File: config.mk
export PLATFORM = sky130hd
export DESIGN_NAME = paralelo_serial_tx
export DESIGN_NICKNAME = d
export VERILOG_FILES = /design/src/rtl/paralelo_serial_tx.sv
export SDC_FILE = /design/constraint.sdc
export NUM_CORES = 1
export LEC_CHECK = 0
export BUFFER_PORTS_ARGS = -buffer_cell sky130_fd_sc_hd__buf_2
export CORE_ASPECT_RATIO = 1.4
export CORE_UTILIZATION = 40
export CTS_CLUSTER_DIAMETER = 100
export CTS_CLUSTER_SIZE = 10
export DETAILED_ROUTE_END_ITERATION = 6
export PLACE_DENSITY = 0.68
export SYNTH_ARGS = -nofsm -noshare
export SYNTH_HDL_FRONTEND = slang
export SYNTH_SLANG_ARGS = --single-unit
File: constraint.sdc
create_clock -name clk_32f -period 2.9 [get_ports clk_32f]
set_input_delay 0 -clock clk_32f [delete_from_list [all_inputs] [get_ports clk_32f]]
set_output_delay 0 -clock clk_32f [all_outputs]
set_load 0.05 [all_outputs]
File: src/rtl/paralelo_serial_tx.sv
// paralelo_serial_tx: byte FIFO feeding an MSB-first serializer with comma sync preamble.
// Optional idle-comma counter output idle_cnt enabled by defining SERIAL_TX_IDLE_CNT_EN.
module paralelo_serial_tx #(
    parameter logic [7:0] COMMA       = 8'hBC,
    parameter int         SYNC_COMMAS = 4,
    parameter int         FIFO_DEPTH  = 4
) (
    input  logic                          clk_32f,
    input  logic                          reset,
    input  logic [7:0]                    data_in,
    input  logic                          valid_in,
    output logic                          ready_out,
    output logic                          data_out,
    output logic                          byte_start,
    output logic                          tx_active,
    output logic [$clog2(FIFO_DEPTH):0]   fifo_level
`ifdef SERIAL_TX_IDLE_CNT_EN
    ,
    output logic [15:0]                   idle_cnt
`endif
);

    localparam int AW = $clog2(FIFO_DEPTH);
    localparam int LW = AW + 1;
    localparam int SW = $clog2(SYNC_COMMAS + 1);

    localparam logic [0:0] SYNC   = 1'b0;
    localparam logic [0:0] ACTIVE = 1'b1;

    logic [7:0]    shift_reg;
    logic [2:0]    bit_cnt;
    logic [0:0]    state;
    logic [SW-1:0] sync_cnt;
    logic [7:0]    mem [FIFO_DEPTH];
    logic [AW-1:0] wr_ptr;
    logic [AW-1:0] rd_ptr;

    logic       load;
    logic       sync_done;
    logic       go_active;
    logic       push;
    logic       pop;
    logic [7:0] next_byte;

    // A byte slot starts whenever the bit counter wraps.
    assign load      = (bit_cnt == 3'd7);
    assign sync_done = (sync_cnt >= SW'(SYNC_COMMAS));
    // Active loading also covers the edge that ends the preamble.
    assign go_active = load && ((state == ACTIVE) || sync_done);
    assign pop       = go_active && (fifo_level != '0);
    assign push      = valid_in && ready_out;
    assign ready_out = (fifo_level < LW'(FIFO_DEPTH));
    assign data_out  = shift_reg[7];
    assign next_byte = pop ? mem[rd_ptr] : COMMA;

    // Bit counter, serializer and preamble sequencing
    always_ff @(posedge clk_32f or negedge reset) begin
        if (!reset) begin
            bit_cnt    <= 3'd7;
            shift_reg  <= 8'hFF;
            byte_start <= 1'b0;
            state      <= SYNC;
            tx_active  <= 1'b0;
            sync_cnt   <= '0;
        end else begin
            bit_cnt    <= bit_cnt + 3'd1;
            byte_start <= load;
            if (load) begin
                shift_reg <= next_byte;
                if (go_active) begin
                    state     <= ACTIVE;
                    tx_active <= 1'b1;
                end else begin
                    sync_cnt <= sync_cnt + SW'(1);
                end
            end else begin
                shift_reg <= {shift_reg[6:0], 1'b0};
            end
        end
    end

    // FIFO pointers and occupancy; power-of-2 depth wraps naturally
    always_ff @(posedge clk_32f or negedge reset) begin
        if (!reset) begin
            wr_ptr     <= '0;
            rd_ptr     <= '0;
            fifo_level <= '0;
        end else begin
            if (push) begin
                wr_ptr <= wr_ptr + AW'(1);
            end
            if (pop) begin
                rd_ptr <= rd_ptr + AW'(1);
            end
            case ({push, pop})
                2'b10:   fifo_level <= fifo_level + LW'(1);
                2'b01:   fifo_level <= fifo_level - LW'(1);
                default: fifo_level <= fifo_level;
            endcase
        end
    end

    // FIFO storage; contents are meaningless while level is zero
    always_ff @(posedge clk_32f) begin
        if (push) begin
            mem[wr_ptr] <= data_in;
        end
    end

`ifdef SERIAL_TX_IDLE_CNT_EN
    // Count idle fill commas after the preamble, saturating
    always_ff @(posedge clk_32f or negedge reset) begin
        if (!reset) begin
            idle_cnt <= '0;
        end else if (go_active && !pop && (idle_cnt != 16'hFFFF)) begin
            idle_cnt <= idle_cnt + 16'd1;
        end
    end
`endif

endmodule

* Word level (Yosys, flattened, before mapping)
Memory sizes are Yosys's and may differ from the RTL's. Cells that the tools add are included.
Storage, ports and cells: bits in registers 23, bits in latches 0, RAM bits 32, ROM bits 0, bits of input ports 11, output and inout port bits 7, word-level logic and storage cells 34, memories 1
Memory list:
- mem | depth 4, width 8, read ports 1, clocked after memory_dff 0, wr ports 1, line 34 | logic [7:0] mem [FIFO_DEPTH];
Operators by class: add/sub/neg operators 6, $mul 0, div/mod/pow operators 0, $lt $le $gt $ge 2, equal/unequal tests 3, shift-type cells 0, muxes and demuxes 5, bitwise logic cells 1, reduce and logical (&&, ||, !) cells 8
Operator list (number):
- $mux W8 | 2
- $add A3 B1 Y3 const B | 3
- $pmux W3 S2 | 1
- $add A2 B1 Y2 const B | 2
- $reduce_and A2 Y1 | 2
- $eq A3 B3 Y1 const B | 1
- $ge A3 B3 Y1 const B | 1
- $logic_and A1 B1 Y1 | 3
- $lt A3 B3 Y1 const B | 1
- $reduce_bool A3 Y1 | 1
- $sub A3 B1 Y3 const B | 1
- $eq A2 B1 Y1 const B | 1
- $eq A2 B2 Y1 const B | 1
- $mux W1 | 2
- $reduce_bool A2 Y1 | 1
- $logic_or A1 B1 Y1 | 1
- $not A1 Y1 | 1

* Longest topological paths before layout
depth in word-level cells 6, mapped depth 12, depth with buffers taken out 11

* Least setup slack after synthesis
Ideal clock, no wire load.
path type reg-to-reg, start reg bit_cnt[0], end reg fifo_level[2], setup time 0.139 ns, arrival time 2.184 ns, data required time 2.761 ns, slack 0.577 ns, stages on the path, launching flop included 13, buffers on the path 1, clock period less this slack 2.323 ns, cell sequence dfstp_2 -> ha_1 -> ha_1 -> o21ai_1 -> or2_1 -> buf_2 -> inv_1 -> ha_1 -> inv_1 -> fa_1 -> xor2_1 -> nor2_1 -> xnor2_1
Between the ends: word-level cells in the longest chain between the ends 5, elaborated cells between the ends (all ways) 7, classes of those cells eq/ne (3); mux (1); reduce/logical (3)
RTL lines:
- start, declared | line 31 | logic [2:0] bit_cnt;
- start signal, assigned | line 66 | bit_cnt <= bit_cnt + 3'd1;
- $eq A3 B3 Y1 (*) | line 46 | assign load = (bit_cnt == 3'd7);
- net load | line 38 | logic load;
- $logic_and A1 B1 Y1 (*) | line 49 | assign go_active = load && ((state == ACTIVE) || sync_done);
- $logic_and A1 B1 Y1 (*) | line 50 | assign pop = go_active && (fifo_level != '0);
- $eq A2 B1 Y1 / $eq A2 B2 Y1 (equally long branches) | line 95 | case ({push, pop})
- $pmux W3 S2 / $reduce_bool A2 Y1 (equally long branches)
- end signal, assigned | line 96 | 2'b10: fifo_level <= fifo_level + LW'(1);
- end signal, assigned | line 97 | 2'b01: fifo_level <= fifo_level - LW'(1);
- end signal, assigned | line 98 | default: fifo_level <= fifo_level;
- end, declared | line 16 | output logic [$clog2(FIFO_DEPTH):0] fifo_level
Mark *: on every way through the listed nets, which the timed path passes. The rest lies on a longest branch. A chain may end at the register's enable or synchronous reset.

* Worst setup path in the final report
Same ends and word-level chain as after synthesis.

==> results.json <==
{
  "p_leak_uw": 0.0009799,
  "fin_setup_tns_ns": 0,
  "drv_cap": 0,
  "synth_top_area_share_pct": 44.19,
  "path_clk_slew_ns": 0.10,
  "clock_path_buffers": 2,
  "synth_top_cells_by_area": "edfxtp_1 (44%), dfrtp_1 (14%), dfstp_2 (13%)",
  "place_congestion": 0.6898,
  "required_ns": 3.13,
  "root_buffer": "clkbuf_8",
  "dp_hpwl_mm": 2.267,
  "yosys.area.top_type": "edfxtp_1",
  "cp-start-kind": "flop",
  "path_cells": "ha_1 -> ha_1 -> o21ai_1 -> or2_1 -> inv_1 -> ha_1 -> inv_1 -> fa_1 -> xor2_1 -> nor2_1 -> xnor2_1",
  "async_flop_share_pct": 41.82,
  "row_count": 31,
  "hold_slack_ns": 0.1645,
  "finalCriticalPeriod_ns": 2.496,
  "cts_setup_buffers": 0,
  "rsz0062_at_grt": "false",
  "yosys.area_share.simple_pct": 3.855,
  "final_cells": 220,
  "io_pins": 18,
  "muxShareOfSynthArea_pct": 9.264,
  "r2r_cells": 11,
  "crit_path_top_delay_cell": "dfstp_2",
  "die_area_um2": 5739,
  "htree_levels": 2,
  "synth_top_family_by_area": "multiplexers",
  "cts_resized": 0,
  "endpoint_kind": "flop",
  "finClkSkew_ns": 0.01179,
  "antenna_found_initial": 0,
  "syn_inst": 124,
  "arrival_ns": 2.73,
  "synth_fa_ha_area_share_pct": 5.524,
  "final_nets": 173,
  "ys_types": 28,
  "ys_warn_count": 0,
  "grt_pass1_vias": 1151,
  "path_class": "flop to flop",
  "area_growth_pct": 14.73,
  "io_buffers": 17,
  "holdPathStages": 4,
  "max_stage_delay_ns": 0.55,
  "cp.depth": 11,
  "ys_ff_latch": 55,
  "finalSetupViolations": 0,
  "grt_pass1_wl_mm": 5.451,
  "largest_register_ffs": 32,
  "via_per_inst": 4.718,
  "cts_tree": "yes",
  "synth_edf_count": 32,
  "status": "finished clean",
  "place_inst": 203,
  "synth-compound-area-share_pct": 3.452,
  "ir_worst_vdd_v": 0.0004129,
  "maxSlewHeadroom_pct": 62.07,
  "drc": 0,
  "cp_top_family": "adder cells",
  "diodes": 0,
  "fp.dieH_um": 89.24,
  "cp_max_fo": 10,
  "clk_latency_ns": 0.31,
  "drv_slew": 0,
  "synth_area_per_cell_um2": 17.54,
  "yosysMostFrequentCell": "edfxtp_1",
  "timing.final.crit_share_pct": 86.07,
  "drtPass1Iterations": 4,
  "die_x_um": 64.32,
  "synth_flop_cell": "edfxtp_1",
  "totalWireLength_mm": 3.178,
  "cts.sinks": 55,
  "min_path_type": "primary input to flop",
  "grt_remaining_overflow": 0,
  "final_antenna_net_count": 0,
  "cp_num_buf_inv": 2,
  "ys_seq_area_share_pct": 71.29,
  "synth_area_um2": 2175,
  "drive_gt1_share_pct": 29.87,
  "syn_nets": 144,
  "start_util_pct": 41.84,
  "ys_top_cells_by_count": "edfxtp_1 (32), inv_1 (14), dfrtp_1 (12), dfstp_2 (11)",
  "routedWlPerCell_um": 14.45,
  "groute.usage.overall_pct": 13.04,
  "crit_top_cell": "ha_1",
  "drt_iter0_drc": 34,
  "grt_max_degree": 24,
  "fmaxAchievable_mhz": 400.6,
  "synth_xor_area_share_pct": 2.819,
  "worstMarginPinSlew_ns": 0.5689,
  "finalHoldViolCount": 0,
  "cts_buffers": 5,
  "vias": 1038,
  "core_area_um2": 5197,
  "totalPowerFinal_uw": 2045,
  "power_per_cell_area_nw_per_um2": 819.8
}
[worst min-delay path, cell delays in order]
cell     delay, ns
buf_2         0.09
nor2b_1       0.19
nand2_1       0.08
o21ai_0       0.07
[power by group]
group | switching [uW] | internal (uW) | leakage [uW] | total [uW]
Sequential | 104 | 1020 | 0.000547 | 1120
Combinational | 303 | 219 | 0.000390 | 522
Clock | 232 | 169 | 0.0000428 | 401
Total | 639 | 1410 | 0.000980 | 2050
[worst paths after layout]
path | startpoint | end | slack, ns
worst max-delay path | bit_cnt[0] | fifo_level[2] | 0.40
worst min-delay path | valid_in | wr_ptr[1] | 0.16
worst max register to register | bit_cnt[0] | fifo_level[2] | 0.40
worst min register to register | bit_cnt[0] | bit_cnt[0] | 0.46
max in group asynchronous | reset | bit_cnt[0] | 2.35
min in group asynchronous | reset | byte_start | 0.19
[repair_timing]
item,4_1_cts,5_1_grt
hold endpoints to repair,49,0
hold buffers,9,0
setup endpoints to repair,0,0
[layer usage]
layer  up-vias  wire length, um  track usage (%)
li1        498                -                -
met1       520             1323            14.90
met2        14             1723            23.44
met3         6               82            3.444
met4         0               48            4.848
met5         -                0                0
[per-stage QoR]
stage	utilization (%)	cell area (um2)	setup slack [ns]
6_report	48.00	2495	0.4038
2_1_floorplan	-	2175	0.5770
5_1_grt	48.00	2495	0.1860
3_5_place_dp	44.63	2320	0.3956
3_3_place_gp	44.63	2320	0.5436
4_1_cts	48.00	2495	0.3748
[area by class of cell]
| type | instances | area, um2 |
|---|---|---|
| timing repair buffer | 27 | 182.7 |
| clock buffer | 6 | 72.57 |
| multi-input combinational | 50 | 541.8 |
| tap | 66 | 82.58 |
| clock inverter | 2 | 12.51 |
| inverter | 14 | 52.55 |
| fill | 451 | 2703 |
| sequential | 55 | 1550 |
[cells in the final DEF (no fill, tap or decap), drive strengths merged]
master and n:
mux4 8, dfrtp 12, clkinv 2, and2 4
nor2b 2, a31o 1, nor3b 2, xnor2 4
dlygate4sd3 9, or2 1, buf 18, nand2 3
ha 8, fa 1, inv 14, nor3 1
o21ai 2, dfstp 11, xor2 3, clkbuf 6
o22a 5, edfxtp 32, o22ai 2, nor2 1
mux2 1, mux2i 1
[logic make-up (layout without fill, tap and decap cells)]
family	after synthesis	after routing
buffers and inverters	19	49
XOR/XNOR	7	7
AND/OR/NAND/NOR	14	14
multiplexers	10	10
adder cells (fa/ha/maj)	9	9
flip-flops	55	55
AO/OA/AOI/OAI	10	10
Power figures use the tool's default switching activity.
